File: src/rtl/uart_rfifo_gen.sv
// Purpose : UART receive FIFO storing {flags, data} entries with show-ahead head,
//           sticky overrun/read-empty flags, error-entry count, trigger level and
//           character-timeout detector.
// Latency : data_out is combinational from the head entry (zero read latency);
//           count/flags/err_count update on the strobe edge.
// Backpr. : pushes while full are dropped (overrun) unless a pop retires an entry
//           in the same cycle; pops while empty are ignored (read_empty).
// Ports   : clk, wb_rst_i (async active-high), fifo_reset/reset_status (sync),
//           push/data_in, pop/data_out, count/full/empty/overrun/read_empty,
//           err_count/error_bit, trig_lvl/trig_hit, tout_limit/char_timeout.
module uart_rfifo_gen #(
   parameter int DATA_W = 8,
   parameter int FLAG_W = 3,
   parameter int DEPTH  = 16,
   parameter int PTR_W  = 4,
   parameter int CNT_W  = 5,
   parameter int TOUT_W = 16
) (
   input  logic                     clk,
   input  logic                     wb_rst_i,
   input  logic                     fifo_reset,
   input  logic                     reset_status,
   input  logic                     push,
   input  logic [DATA_W+FLAG_W-1:0] data_in,
   input  logic                     pop,
   output logic [DATA_W+FLAG_W-1:0] data_out,
   output logic [CNT_W-1:0]         count,
   output logic                     full,
   output logic                     empty,
   output logic                     overrun,
   output logic                     read_empty,
   output logic [CNT_W-1:0]         err_count,
   output logic                     error_bit,
   input  logic [CNT_W-1:0]         trig_lvl,
   output logic                     trig_hit,
   input  logic [TOUT_W-1:0]        tout_limit,
   output logic                     char_timeout
);

   localparam int ENT_W = DATA_W + FLAG_W;

   logic [ENT_W-1:0]  mem_q [DEPTH];

   logic [PTR_W-1:0]  top_q, top_d;
   logic [PTR_W-1:0]  bottom_q, bottom_d;
   logic [CNT_W-1:0]  count_q, count_d;
   logic [CNT_W-1:0]  err_count_q, err_count_d;
   logic              overrun_q, overrun_d;
   logic              read_empty_q, read_empty_d;
   logic [TOUT_W-1:0] idle_q, idle_d;
   logic              char_timeout_q, char_timeout_d;

   logic              full_w, empty_w;
   logic              push_eff, pop_eff, wr_en;
   logic              push_err, pop_err;
   logic [ENT_W-1:0]  head;
   logic [CNT_W-1:0]  trig_eff;

   always_comb begin
      full_w   = (count_q == CNT_W'(DEPTH));
      empty_w  = (count_q == '0);
      // A pop in the same cycle frees the slot, so push at full is still legal.
      push_eff = push & (~full_w | pop);
      pop_eff  = pop & ~empty_w;
      wr_en    = push_eff & ~fifo_reset;
      head     = mem_q[bottom_q];
      push_err = push_eff & (|data_in[ENT_W-1:DATA_W]);
      pop_err  = pop_eff & (|head[ENT_W-1:DATA_W]);
      trig_eff = (trig_lvl == '0) ? CNT_W'(1) : trig_lvl;
   end

   always_comb begin
      top_d          = top_q;
      bottom_d       = bottom_q;
      count_d        = count_q;
      err_count_d    = err_count_q;
      overrun_d      = overrun_q;
      read_empty_d   = read_empty_q;
      idle_d         = idle_q;
      char_timeout_d = char_timeout_q;

      if (fifo_reset) begin
         top_d          = '0;
         bottom_d       = '0;
         count_d        = '0;
         err_count_d    = '0;
         overrun_d      = 1'b0;
         read_empty_d   = 1'b0;
         idle_d         = '0;
         char_timeout_d = 1'b0;
      end else begin
         if (push_eff) top_d = top_q + PTR_W'(1);
         if (pop_eff)  bottom_d = bottom_q + PTR_W'(1);

         case ({push_eff, pop_eff})
            2'b10:   count_d = count_q + CNT_W'(1);
            2'b01:   count_d = count_q - CNT_W'(1);
            default: count_d = count_q;
         endcase

         case ({push_err, pop_err})
            2'b10:   err_count_d = err_count_q + CNT_W'(1);
            2'b01:   err_count_d = err_count_q - CNT_W'(1);
            default: err_count_d = err_count_q;
         endcase

         if (push & full_w & ~pop) overrun_d = 1'b1;
         if (pop & empty_w)        read_empty_d = 1'b1;
         // Clear wins over a coincident set.
         if (reset_status) begin
            overrun_d    = 1'b0;
            read_empty_d = 1'b0;
         end

         if (push | pop | empty_w) begin
            idle_d = '0;
         end else if (idle_q != '1) begin
            idle_d = idle_q + TOUT_W'(1);
         end

         if (push | pop | (count_d == '0)) begin
            char_timeout_d = 1'b0;
         end else if (!empty_w && (tout_limit != '0) && (idle_d == tout_limit)) begin
            char_timeout_d = 1'b1;
         end
      end
   end

   always_ff @(posedge clk or posedge wb_rst_i) begin
      if (wb_rst_i) begin
         top_q          <= '0;
         bottom_q       <= '0;
         count_q        <= '0;
         err_count_q    <= '0;
         overrun_q      <= 1'b0;
         read_empty_q   <= 1'b0;
         idle_q         <= '0;
         char_timeout_q <= 1'b0;
      end else begin
         top_q          <= top_d;
         bottom_q       <= bottom_d;
         count_q        <= count_d;
         err_count_q    <= err_count_d;
         overrun_q      <= overrun_d;
         read_empty_q   <= read_empty_d;
         idle_q         <= idle_d;
         char_timeout_q <= char_timeout_d;
      end
   end

   // Storage needs no reset: data_out is forced to 0 whenever the FIFO is empty.
   always_ff @(posedge clk) begin
      if (wr_en) mem_q[top_q] <= data_in;
   end

   assign data_out     = empty_w ? '0 : head;
   assign count        = count_q;
   assign full         = full_w;
   assign empty        = empty_w;
   assign overrun      = overrun_q;
   assign read_empty   = read_empty_q;
   assign err_count    = err_count_q;
   assign error_bit    = (err_count_q != '0);
   assign trig_hit     = (count_q >= trig_eff);
   assign char_timeout = char_timeout_q;

endmodule

File: config.mk
export PLATFORM = sky130hd
export DESIGN_NAME = uart_rfifo_gen
export DESIGN_NICKNAME = d
export VERILOG_FILES = /design/src/rtl/uart_rfifo_gen.sv
export SDC_FILE = /design/constraint.sdc
export NUM_CORES = 1
export LEC_CHECK = 0
export BUFFER_PORTS_ARGS = -buffer_cell sky130_fd_sc_hd__buf_2
export CAP_MARGIN = 20
export CORE_MARGIN = 2
export CORE_UTILIZATION = 60
export DETAILED_ROUTE_END_ITERATION = 6
export MAX_ROUTING_LAYER = met4
export PLACE_DENSITY_LB_ADDON = 0.25
export SYNTH_ARGS = -nofsm -noshare
export SYNTH_HDL_FRONTEND = slang
export SYNTH_SLANG_ARGS = --single-unit
File: constraint.sdc
create_clock -name clk -period 11.3 [get_ports clk]
set_clock_uncertainty 0.1 [all_clocks]
set_input_delay 1.13 -clock clk [delete_from_list [all_inputs] [get_ports clk]]
set_output_delay 1.13 -clock clk [all_outputs]
set_load 0.02 [all_outputs]
# Word level (Yosys, flattened, before mapping)
# Memory sizes are Yosys's and may differ from the RTL's.
# Cells that the tools add are included.
[classes]
muxes = 26
eq_ne = 7
n_addsub = 7
n_bitwise = 16
magnitude_cmp = 1
reduce_logical = 16
[ops]
columns = ["operator", "count"]
rows = [
  ["$mux 16", 4],
  ["$mux 5", 4],
  ["$pmux 5 s2", 2],
  ["$add 16x1->16 const B", 1],
  ["$eq 16x16->1", 1],
  ["$mux 4", 4],
  ["$ne 16x16->1 const B", 1],
  ["$reduce_bool 16->1", 1],
  ["$logic_not 5->1", 3],
  ["$reduce_bool 3->1", 4],
  ["$mux 1", 11],
  ["$mux 11", 1],
  ["$add 5x1->5 const B", 2],
  ["$sub 5x1->5 const B", 2],
  ["$add 4x1->4 const B", 2],
  ["$and 1x1->1", 8],
  ["$reduce_or 3->1", 2],
  ["$eq 5x5->1 const B", 1],
  ["$ge 5x5->1", 1],
  ["$reduce_bool 5->1", 1],
  ["$eq 2x1->1 const B", 2],
  ["$eq 2x2->1 const B", 2],
  ["$not 1->1", 4],
  ["$or 1x1->1", 4],
  ["other kinds (3)", 5],
]
[totals]
n_memories = 1
in_bits = 38
wordCells = 82
ramBits = 176
register_bits = 37
[mem_list]
columns = ["memory", "words", "word_bits", "rd", "rd_clocked_by_memory_dff", "write_ports", "line", "rtl"]
rows = [
  ["mem_q", 16, 11, 1, 0, 1, "42", "logic [ENT_W-1:0] mem_q [DEPTH];"],
]

# Logic depth before layout (Yosys ltp)
[depth]
word_depth = 11
ltp_mapped = 15
mapped_depth_nobuf = 14

# Worst setup path before layout
# No wires, ideal clock.
[synth_path]
kind = "input-to-output"
from = "input trig_lvl[4]"
to = "output trig_hit"
stages = 9
slack_ns = 7.678
arrival_time_ns = 2.392
n_path_buf = 0
cell_sequence = "inv_1 > a41o_1 > ha_1 > nand2b_1 > a21o_1 > a21oi_1 > nor2b_1 > o21ai_0 > nand2b_1"
[synth_via]
elab_chain_len = 3
[synth_lines]
columns = ["element", "line", "rtl"]
rows = [
  ["from (decl)", "34", "input logic [CNT_W-1:0] trig_lvl,"],
  ["$logic_not 5->1", "69", "trig_eff = (trig_lvl == '0) ? CNT_W'(1) : trig_lvl;"],
  ["$mux 5 *", "69", ""],
  ["$ge 5x5->1 *", "164", "assign trig_hit = (count_q >= trig_eff);"],
  ["to (decl)", "35", "output logic trig_hit,"],
]
# Every way passes the cells marked *; elsewhere a longest branch is shown, timed or not.

# Worst setup path after layout
[layout_path]
from = "register bottom_q[0]"
to = "output data_out[10]"
[layout_via]
elab_chain_len = 2
[layout_lines]
columns = ["element", "line", "rtl"]
rows = [
  ["from (decl)", "45", "logic [PTR_W-1:0] bottom_q, bottom_d;"],
  ["from (signal assigned)", "141", "bottom_q <= bottom_d;"],
  ["$mem_v2 16x11", "n/a", ""],
  ["$mux 11", "156", "assign data_out = empty_w ? '0 : head;"],
  ["to (decl)", "26", "output logic [DATA_W+FLAG_W-1:0] data_out,"],
]
# No other way between the ends.

==> summary.md <==
| Metric | Value |
|---|---|
| Status | finished clean |
| Worst skew pair latency | 520 ps |
| Final hold violations | 0 |
| Net Sw Frac | 0.299 |
| Area growth syn-to-layout | 14.8% |
| Synth cell count leaders | edfxtp_1 (176), nor2_1 (58), mux4_2 (52), dfrtp_1 (37), nand2_1 (26) |
| CTS clk-pin slew, worst paths | 60 ps |
| Number of gates resized after CTS | 0 |
| Seq cells post-synth | 213 |
| Post-synthesis cell count | 624 |
| Worst Hold Class | reg2reg |
| Psw | 0.698 mW |
| Initial detailed-routing violation count | 544 |
| Buffers on Ports | 65 |
| Routability Congestion | 0.905 |
| Area share of the largest cell type after synthesis | 0.545 |
| # setup viols final | 0 |
| ANT cells | 0 |
| CP endpoint kind | output port |
| Leak Pwr | 3.99 nW |
| Post-Syn Area | 9700 um2 |
| Hold_buf cts | 0 |
| First-pass GRT wire length | 33600 um |
| Antenna violations before repair | 0 |
| Total CTS buffers | 23 |
| Fraction of layout cells with a size suffix above 1 | 0.263 |
| Final ANT Viol Nets | 0 |
| Final period utilization | 0.382 |
| Crit start category | flip-flop |
| Fillers | 1049 |
| Cell taking the most area after synthesis | edfxtp_1 |
| Post-synthesis sequential area ratio | 0.641 |
| CTS Buffer Depth | 3 |
| FF+latch area | 6210 um2 |
| Critical Path Fanout Max | 47 |
| Max_slew headroom | 0.268 |
| Total Wirelength | 21300 um |
| Top_reg_cell synth | edfxtp_1 |
| Multi-input gate area | 3290 um2 |
| Tot Pwr | 2.33 mW |
| WL/cell | 22.8 um |
| Global route total overflow | 0 |
| Syn. warnings | 0 |
| Synth cell types | 68 |
| Post-Syn Nets | 679 |
| Vias in the first global route | 6004 |
| # clock sinks | 213 |
| Die Ht | 131 um |
| Vias per cell | 6.27 |
| Worst slew pin tran | 1100 ps |
| Clock group share of total power | 0.340 |
| Post-CTS Repair Setup Buffers | 0 |
| Sequential fraction of design power | 0.394 |
| TNS Setup | 0 ps |
| Starting Density | 0.613 |
| Final min period | 4320 ps |
| CP Class | reg2out |
| DIE AREA | 17200 um2 |
| Critical path data required time | 10070 ps |
| Syn avg cell area | 15.5 um2 |
| Via count | 5884 |
| TritonRoute pass-1 iters | 5 |
| IO Count | 66 |
| Post-DP HPWL | 13200 um |
| Max-cap violation count | 0 |
| Chip width | 131 um |
| Flop-to-flop setup slack | 7140 ps |
| CTS H-tree depth | 1 |
| Logic pwr share | 0.266 |
| Residual DRC | 0 |
| Slew Limit Fails | 0 |
| Largest net degree at the start of global routing | 48 |
| Core Area | 15800 um2 |
| Max Fclk | 0.231 GHz |
| Synth top area cells | edfxtp_1 (55%), mux4_2 (12%), dfrtp_1 (9.5%), nor2_1 (2.2%), ha_1 (2.1%) |
| Nets@finish | 761 |
| RSZ-0062 raised after global routing | no |
| Most common cell in the netlist | edfxtp_1 |
| Critical Path AT | 3090 ps |
| Peak VDD IR | 0.000210 V |
| CTS tree | done |
| Cell Pwr Density | 210 nW/um2 |
| Ys async rst share | 0.174 |
| Number of flops mapped to enable cells by yosys | 176 |
| Internal power | 1.63 mW |
| Std cell rows | 46 |
| Clock Root Buffer | clkbuf_16 |
| GRT Overall Usage | 0.262 |
[critical path, cell delays in order, from the launching register on]
cell and delay, ps:
dfrtp_2 340, buf_4 680, mux4_1 660, mux4_2 520, nor2b_1 190, buf_2 170
[power by group through the flow]
| stage | Clock [mW] | Sequential [mW] | Combinational [mW] |
|---|---|---|---|
| finish | 0.794 | 0.918 | 0.620 |
| global route | 0.838 | 0.923 | 0.671 |
| CTS | 0.807 | 0.918 | 0.626 |
| detailed placement | 0 | 0.935 | 0.620 |
| global placement | 0 | 0.932 | 0.601 |
| floorplan | 0 | 0.926 | 0.462 |
[layout by cell type (no fill, tap or decap), types with 11 or more instances in the layout]
cell,instances
edfxtp_1,176
buf_2,65
nor2_1,58
mux4_2,52
dfrtp_1,35
nand2_1,26
clkbuf_16,23
a21oi_1,22
inv_1,20
buf_4,20
nor2b_1,17
xnor2_1,16
ha_1,16
nor3_1,14
nand3_1,11
[stage by stage]
| stage | setup WS (ps) | hold slack (ps) | std cells | instance area, um2 | util |
|---|---|---|---|---|---|
| floorplan | 7680 | 456 | 624 | 9700 | - |
| global placement | 7220 | 431 | 896 | 10300 | 0.652 |
| detailed placement | 7100 | 446 | 896 | 10300 | 0.652 |
| CTS | 6910 | 460 | 937 | 11100 | 0.703 |
| global route | 6800 | 497 | 938 | 11100 | 0.703 |
| finish | 6980 | 456 | 938 | 11100 | 0.703 |
[cell type report]
cell class / count / area share
sequential: 213 / 0.558
multi-input combinational: 362 / 0.296
clock buffer: 24 / 0.0521
timing repair buffer: 85 / 0.0427
tap: 216 / 0.0243
clock inverter: 17 / 0.0197
inverter: 21 / 0.00708
[flip-flops by register name, indices dropped and copies added, names as in the netlist]
register	flops
bottom_q	4
char_timeout	1
count	5
err_count	5
idle_q	16
mem_q	176
overrun	1
read_empty	1
top_q	4
[metal layers]
layer,share of wire,GRT usage,wire length (um),vias up
met2,0.52,0.439,11000,256
met3,0.070,0.0417,1500,44
met5,0,-,0,-
li1,-,-,-,2606
met1,0.39,0.338,8370,2978
met4,0.020,0.0719,428,0
[worst paths after layout]
kind / endpoint / cells past startpoint / from
min in group asynchronous: err_count[1] / 3 / wb_rst_i
worst min register to register: overrun / 2 / overrun
worst max register to register: err_count[4] / 12 / bottom_q[0]
worst max-delay path: data_out[10] / 5 / bottom_q[0]
worst min-delay path: overrun / 2 / overrun
max in group asynchronous: bottom_q[0] / 3 / wb_rst_i
[logic make-up after synthesis]
logic type / share of synthesized area
flip-flops: 0.641
buffers and inverters: 0.0219
AO/OA/AOI/OAI: 0.0563
XOR/XNOR: 0.0263
multiplexers: 0.139
AND/OR/NAND/NOR: 0.0929
adder cells (fa/ha/maj): 0.0227
(Power assumes the default switching activity.)
